$ cat src/rtl/uart_tx_arbiter_if.sv
// Requester-side and transmitter-FIFO-side signals of the UART TX arbiter.
// The master modport drives requests and the FIFO flag. The slave modport is the arbiter.
interface uart_tx_arbiter_if #(
  parameter int NUM_REQ = 4
);
  localparam int GW = $clog2(NUM_REQ);

  logic [NUM_REQ-1:0]   req_valid_i;
  logic [8*NUM_REQ-1:0] req_data_i;
  logic [NUM_REQ-1:0]   req_last_i;
  logic [NUM_REQ-1:0]   req_ready_o;
  logic                 tx_fifo_full_i;
  logic                 tx_fifo_write_o;
  logic [7:0]           data_tx_o;
  logic [GW-1:0]        grant_id_o;
  logic                 busy_o;

  modport master (
    output req_valid_i, req_data_i, req_last_i, tx_fifo_full_i,
    input  req_ready_o, tx_fifo_write_o, data_tx_o, grant_id_o, busy_o
  );

  modport slave (
    input  req_valid_i, req_data_i, req_last_i, tx_fifo_full_i,
    output req_ready_o, tx_fifo_write_o, data_tx_o, grant_id_o, busy_o
  );
endinterface

$ cat src/rtl/uart_tx_arbiter.sv
// Round-robin arbiter that merges byte streams from NUM_REQ requesters into one UART TX FIFO.
// Grants are bounded by packet end, MAX_BURST bytes, or STALL_LIMIT idle cycles.
module uart_tx_arbiter #(
  parameter int NUM_REQ     = 4,
  parameter int MAX_BURST   = 16,
  parameter int STALL_LIMIT = 64
) (
  input  logic              clk_i,
  input  logic              rst_i,
  uart_tx_arbiter_if.slave  bus
);
  localparam int GW = $clog2(NUM_REQ);
  localparam int BW = $clog2(MAX_BURST + 1);
  localparam logic [GW-1:0] LAST_IDX   = GW'(NUM_REQ - 1);
  localparam logic [BW-1:0] BURST_LAST = BW'(MAX_BURST - 1);
  localparam logic [7:0]    STALL_LAST = 8'(STALL_LIMIT - 1);

  typedef enum logic {IDLE, XFER} state_t;

  state_t             state, state_nxt;
  logic [GW-1:0]      rr_ptr, rr_nxt;
  logic [GW-1:0]      grant, grant_nxt;
  logic [GW-1:0]      pick_idx, scan_idx;
  logic               pick_found;
  logic [BW-1:0]      burst_cnt, burst_nxt;
  logic [7:0]         stall_cnt, stall_nxt;
  logic               accept;
  logic [NUM_REQ-1:0] ready;
  logic [7:0]         data_p0;
  logic               vld_p1;
  logic [7:0]         data_p1;

  function automatic logic [GW-1:0] next_idx(input logic [GW-1:0] idx);
    return (idx == LAST_IDX) ? '0 : idx + 1'b1;
  endfunction

  // Scan once around the ring starting at rr_ptr; the first valid index wins.
  always_comb begin
    pick_found = 1'b0;
    pick_idx   = '0;
    scan_idx   = rr_ptr;
    for (int i = 0; i < NUM_REQ; i++) begin
      if (!pick_found && bus.req_valid_i[scan_idx]) begin
        pick_found = 1'b1;
        pick_idx   = scan_idx;
      end
      scan_idx = next_idx(scan_idx);
    end
  end

  always_comb begin
    state_nxt = state;
    rr_nxt    = rr_ptr;
    grant_nxt = grant;
    burst_nxt = burst_cnt;
    stall_nxt = stall_cnt;
    accept    = 1'b0;
    ready     = '0;
    data_p0   = bus.req_data_i[{grant, 3'b000} +: 8];
    case (state)
      IDLE: begin
        if (pick_found) begin
          state_nxt = XFER;
          grant_nxt = pick_idx;
          burst_nxt = '0;
          stall_nxt = '0;
        end
      end
      XFER: begin
        accept = bus.req_valid_i[grant] && !bus.tx_fifo_full_i;
        if (accept) begin
          ready[grant] = 1'b1;
          stall_nxt    = '0;
          burst_nxt    = burst_cnt + 1'b1;
          if (bus.req_last_i[grant] || burst_cnt == BURST_LAST) begin
            state_nxt = IDLE;
            rr_nxt    = next_idx(grant);
          end
        end else if (!bus.req_valid_i[grant] && !bus.tx_fifo_full_i) begin
          // A full FIFO is back-pressure, not an idle grantee, so it never ages the grant.
          if (stall_cnt == STALL_LAST) begin
            state_nxt = IDLE;
            rr_nxt    = next_idx(grant);
          end else begin
            stall_nxt = stall_cnt + 1'b1;
          end
        end
      end
    endcase
    if (rst_i) begin
      accept = 1'b0;
      ready  = '0;
    end
  end

  // p0 -> p1: accepted byte registered toward the FIFO write port
  always_ff @(posedge clk_i) begin
    if (rst_i) begin
      state     <= IDLE;
      rr_ptr    <= '0;
      grant     <= '0;
      burst_cnt <= '0;
      stall_cnt <= '0;
      vld_p1    <= 1'b0;
      data_p1   <= '0;
    end else begin
      state     <= state_nxt;
      rr_ptr    <= rr_nxt;
      grant     <= grant_nxt;
      burst_cnt <= burst_nxt;
      stall_cnt <= stall_nxt;
      vld_p1    <= accept;
      if (accept) data_p1 <= data_p0;
    end
  end

  assign bus.req_ready_o     = ready;
  assign bus.tx_fifo_write_o = vld_p1;
  assign bus.data_tx_o       = data_p1;
  assign bus.grant_id_o      = grant;
  assign bus.busy_o          = (state == XFER);
endmodule

$ cat src/flat_wrapper.sv
// flat-port wrapper written by rule: the top's interface ports become plain ports
module uart_tx_arbiter_flat 
#(
  parameter int NUM_REQ     = 4,
  parameter int MAX_BURST   = 16,
  parameter int STALL_LIMIT = 64
)
  (clk_i, rst_i, bus_req_valid_i, bus_req_data_i, bus_req_last_i, bus_tx_fifo_full_i, bus_req_ready_o, bus_tx_fifo_write_o, bus_data_tx_o, bus_grant_id_o, bus_busy_o);
  uart_tx_arbiter_if #(.NUM_REQ(NUM_REQ)) bus_i ();
  input  logic clk_i;
  input  logic rst_i;
  input wire logic [$bits(bus_i.req_valid_i)-1:0] bus_req_valid_i;
  input wire logic [$bits(bus_i.req_data_i)-1:0] bus_req_data_i;
  input wire logic [$bits(bus_i.req_last_i)-1:0] bus_req_last_i;
  input wire logic [$bits(bus_i.tx_fifo_full_i)-1:0] bus_tx_fifo_full_i;
  output wire logic [$bits(bus_i.req_ready_o)-1:0] bus_req_ready_o;
  output wire logic [$bits(bus_i.tx_fifo_write_o)-1:0] bus_tx_fifo_write_o;
  output wire logic [$bits(bus_i.data_tx_o)-1:0] bus_data_tx_o;
  output wire logic [$bits(bus_i.grant_id_o)-1:0] bus_grant_id_o;
  output wire logic [$bits(bus_i.busy_o)-1:0] bus_busy_o;
  assign bus_i.req_valid_i = bus_req_valid_i;
  assign bus_i.req_data_i = bus_req_data_i;
  assign bus_i.req_last_i = bus_req_last_i;
  assign bus_i.tx_fifo_full_i = bus_tx_fifo_full_i;
  assign bus_req_ready_o = bus_i.req_ready_o;
  assign bus_tx_fifo_write_o = bus_i.tx_fifo_write_o;
  assign bus_data_tx_o = bus_i.data_tx_o;
  assign bus_grant_id_o = bus_i.grant_id_o;
  assign bus_busy_o = bus_i.busy_o;
  uart_tx_arbiter #(.NUM_REQ(NUM_REQ), .MAX_BURST(MAX_BURST), .STALL_LIMIT(STALL_LIMIT)) u_core (.clk_i(clk_i), .rst_i(rst_i), .bus(bus_i));
endmodule
$ cat config.mk
export PLATFORM = sky130hd
export DESIGN_NAME = uart_tx_arbiter_flat
export DESIGN_NICKNAME = d
export VERILOG_FILES = /design/src/rtl/uart_tx_arbiter_if.sv /design/src/rtl/uart_tx_arbiter.sv /design/src/flat_wrapper.sv
export SDC_FILE = /design/constraint.sdc
export NUM_CORES = 1
export LEC_CHECK = 0
export ABC_AREA = 1
export CAP_MARGIN = 20
export CORE_MARGIN = 5
export CORE_UTILIZATION = 42
export CTS_BUF_LIST = sky130_fd_sc_hd__clkbuf_16
export DETAILED_ROUTE_END_ITERATION = 10
export PLACE_DENSITY = 0.74
export SYNTH_ARGS = -nofsm -noshare
export SYNTH_HDL_FRONTEND = slang
export SYNTH_SLANG_ARGS = --single-unit
$ cat constraint.sdc
create_clock -name clk_i -period 1.85 [get_ports clk_i]
set_input_delay 0.185 -clock clk_i [delete_from_list [all_inputs] [get_ports clk_i]]
set_output_delay 0.185 -clock clk_i [all_outputs]
set_load 0.03 [all_outputs]
==> impl_metrics.env <==
export IMPL_synth_top_family_by_area="simple AND/OR/NAND/NOR gates"
export IMPL_fin_crit_sh=0.956
export IMPL_path_cells="buf_4 > nor2_2 > nand2_1 > nand2_1 > nand2_1 > nand2_2 > nand3_2 > nand2_4 > buf_12 > nand2_1 > o21ai_0"
export IMPL_relSlewSlack=0.774
export IMPL_synthFlopType="dfxtp_1"
export IMPL_final_hold_viol_count=0
export IMPL_cts_max_level=1
export IMPL_cp_required_ps=2040
export IMPL_synth_compound_area_frac=0.175
export IMPL_slew_viol_final=0
export IMPL_fmax_mhz=566
export IMPL_p_int_mw=1.21
export IMPL_yosys_area_top_type="dfxtp_1"
export IMPL_place_congestion=0.915
export IMPL_synth_area_um2=1900
export IMPL_regToRegSetupSlack_ps=80
export IMPL_switching_share=0.322
export IMPL_synth_area_top_cells="dfxtp_1 (28%), nand2_1 (13%), nor2_1 (11%), o21ai_0 (6.9%), nand3_1 (5.8%)"
export IMPL_async_flop_share=0
export IMPL_synthXorXnorAreaFrac=0.00923
export IMPL_crit_path_end_kind="flip-flop"
export IMPL_drt_initial_drc_count=170
export IMPL_via_count=2212
export IMPL_power_mw=1.78
export IMPL_crit_cells=11
export IMPL_insertion_delay_ps=260
export IMPL_grt_overflow=0
export IMPL_comb_power_share=0.362
export IMPL_rr_endpoint="u_core.burst_cnt[1]"
export IMPL_initial_core_util=0.436
export IMPL_critPathKind="reg2reg"
export IMPL_yosys_warnings=0
export IMPL_cts_buffers=3
export IMPL_fin_worst_skew_ps=1.68
export IMPL_layout_setup_ws_ps=81.8
export IMPL_synthMuxAreaShare=0
export IMPL_min_path_type="reg2reg"
export IMPL_synth_simple_area_share=0.389
export IMPL_clockPowerShare=0.280
export IMPL_status="completed"
export IMPL_wl_mm=5.56
export IMPL_core_area_um2=4350
export IMPL_yosysSeqAreaShare=0.285
export IMPL_p_per_area_nw_per_um2=632
export IMPL_grt_max_degree=16
export IMPL_hold_start="u_core.burst_cnt[4]"
export IMPL_ant_nets=0
export IMPL_power_frac_seq=0.358
export IMPL_period_minus_slack_ps=1770
export IMPL_p_leak_nw=1.20
export IMPL_grt_pass1_wl_mm=9.34
export IMPL_setup_violations=0
export IMPL_worst_pin_slew_ps=338
export IMPL_grt_pass1_vias=2137
export IMPL_drv_cap=0
export IMPL_row_count=24
export IMPL_ir_worst_vdd_mv=0.392
export IMPL_root_buffer="clkbuf_16"
export IMPL_synthCells=304
export IMPL_die_area_um2=5960
export IMPL_cts_tree="built"
export IMPL_whs_endpoint="u_core.burst_cnt[4]"
export IMPL_cp_num_buf_inv=2
export IMPL_cp_slowest_stage_delay_ps=340
export IMPL_synth_fa_ha_area_frac=0.0528
export IMPL_die_h_um=77.2
export IMPL_whs_path_depth=2
export IMPL_rsz0062_at_grt="yes"
export IMPL_io_pins=59
export IMPL_post_place_ws_ps=-28.4
export IMPL_cp_start_kind="flip-flop"
export IMPL_hpwl_mm=4.21
export IMPL_synth_avg_cell_area_um2=6.24
export IMPL_diodes=0
export IMPL_vias_per_cell=5.10
export IMPL_synthDistinctLibCells=31
export IMPL_crit_family="simple AND/OR/NAND/NOR gates"
export IMPL_synth_nets=355
export IMPL_synth_edf_count=0
export IMPL_cpMostUsedCell="nand2_1"
export IMPL_drc=0
export IMPL_regToRegStartpoint="u_core.rr_ptr[0]"
export IMPL_drt_first_pass_iters=4
export IMPL_drive_above_1_share=0.162
export IMPL_ys_ff_latch=27
export IMPL_cp_slowest_cell="dfxtp_2"
export IMPL_synthDominantCellAreaShare=0.285
export IMPL_post_route_util=0.647
export IMPL_antenna_found_initial=0
export IMPL_track_usage=0.184
export IMPL_crit_fanout=8
export IMPL_io_buffers=58
export IMPL_layout_nets=434
export IMPL_die_x_um=77.2
export IMPL_switching_power_mw=0.573
export IMPL_cts_sinks=27
export IMPL_cp_arrival_ps=1960
export IMPL_clk_pin_slew_ps=70
export IMPL_area_growth_pct=48.5
export IMPL_clockBufferDepth=2
export IMPL_routedWlPerCell_um=12.8
export IMPL_r2r_cells=11
[cell usage after synthesis (all sizes together), types with 2 or more instances]
cell type  count
nand2         75
nor2          57
inv           30
dfxtp         27
o21ai         27
nand3         24
a21oi         21
ha             8
buf            5
clkbuf         5
a311oi         4
nand3b         3
nor3           3
nor4           3
a31oi          2
a32o           2
o22ai          2
[metrics by stage]
step	hold slack [ps]	cell area (um2)	TNS (ps)	std cells
after floorplan	263	1900	-299	304
after global placement	468	2640	0	426
after detailed placement	473	2640	-40.4	426
after CTS	482	2730	0	430
after global routing	519	2820	-168	434
final	482	2820	0	434
[worst max path at each step]
stage / startpoint / to / slack, ps
2_1_floorplan: u_core.bus.grant_id_o[1] / bus_req_ready_o[0] / -70
3_3_place_gp: bus_req_valid_i[2] / u_core.bus.grant_id_o[0] / 20
3_5_place_dp: bus_req_valid_i[2] / u_core.bus.grant_id_o[0] / -30
4_1_cts: bus_req_valid_i[3] / bus_req_ready_o[3] / 10
5_1_grt: u_core.rr_ptr[1] / u_core.burst_cnt[0] / -60
6_report: u_core.rr_ptr[0] / u_core.burst_cnt[1] / 80
[power groups by stage]
stage          logic (mW)  registers [mW]  clock network [mW]
2_1_floorplan       0.299           0.693                   0
3_3_place_gp        0.600           0.647                   0
3_5_place_dp        0.606           0.648                   0
4_1_cts             0.612           0.636               0.512
5_1_grt             0.710           0.642               0.545
6_report            0.644           0.638               0.498
[layer usage]
metal	track usage	part of all wire	up-vias	routed length, um
li1	-	-	1157	-
met1	0.213	0.43	998	2400
met2	0.334	0.50	51	2780
met3	0.0445	0.058	6	320
met4	0.0498	0.011	0	63
met5	0	0	-	0
[logic make-up after synthesis]
family,after synthesis
compound gates,59
buf+inv,41
simple gates,167
xor+xnor,2
flops,27
fa+ha+maj,8
[state kept, by name, summed over array words and instances (netlist names)]
name / count
u_core.bus.tx_fifo_write_o: 1
u_core.bus.data_tx_o: 8
u_core.stall_cnt: 8
u_core.bus.busy_o: 1
u_core.burst_cnt: 5
u_core.bus.grant_id_o: 2
u_core.rr_ptr: 2
[what timing repair did]
action,in CTS,in global routing
pin swaps,0,4
setup buffers,0,4
hold buffers,0,0
endpoints found under the setup margin,4,16
gates resized for setup,2,13
[tightest hold or removal path, cell delays in order (launching register included)]
cell and delay (ps):
dfxtp_1 310, nand2_1 60, o22ai_1 60
[placed cells by master (no fill, tap or decap), types with 5 or more instances in the layout]
cell type and instances:
nor2_1 51, ha_1 7, o21ai_0 26, nand2_1 65, buf_4 29, dfxtp_1 23, nand3_1 22, inv_1 26
nand2_2 5, nand2_4 5, a21oi_1 21, clkdlybuf4s50_1 54
[area by class of cell]
| type | instances | area, um2 |
|---|---|---|
| clock buffers | 3 | 75.1 |
| clock inverters | 1 | 5.00 |
| fillers | 405 | 1540 |
| inverters | 31 | 116 |
| multi-input cells | 236 | 1230 |
| flip-flops and latches | 27 | 546 |
| well taps | 52 | 65.1 |
| repair buffers | 84 | 778 |
Power figures use the tool's default switching activity.
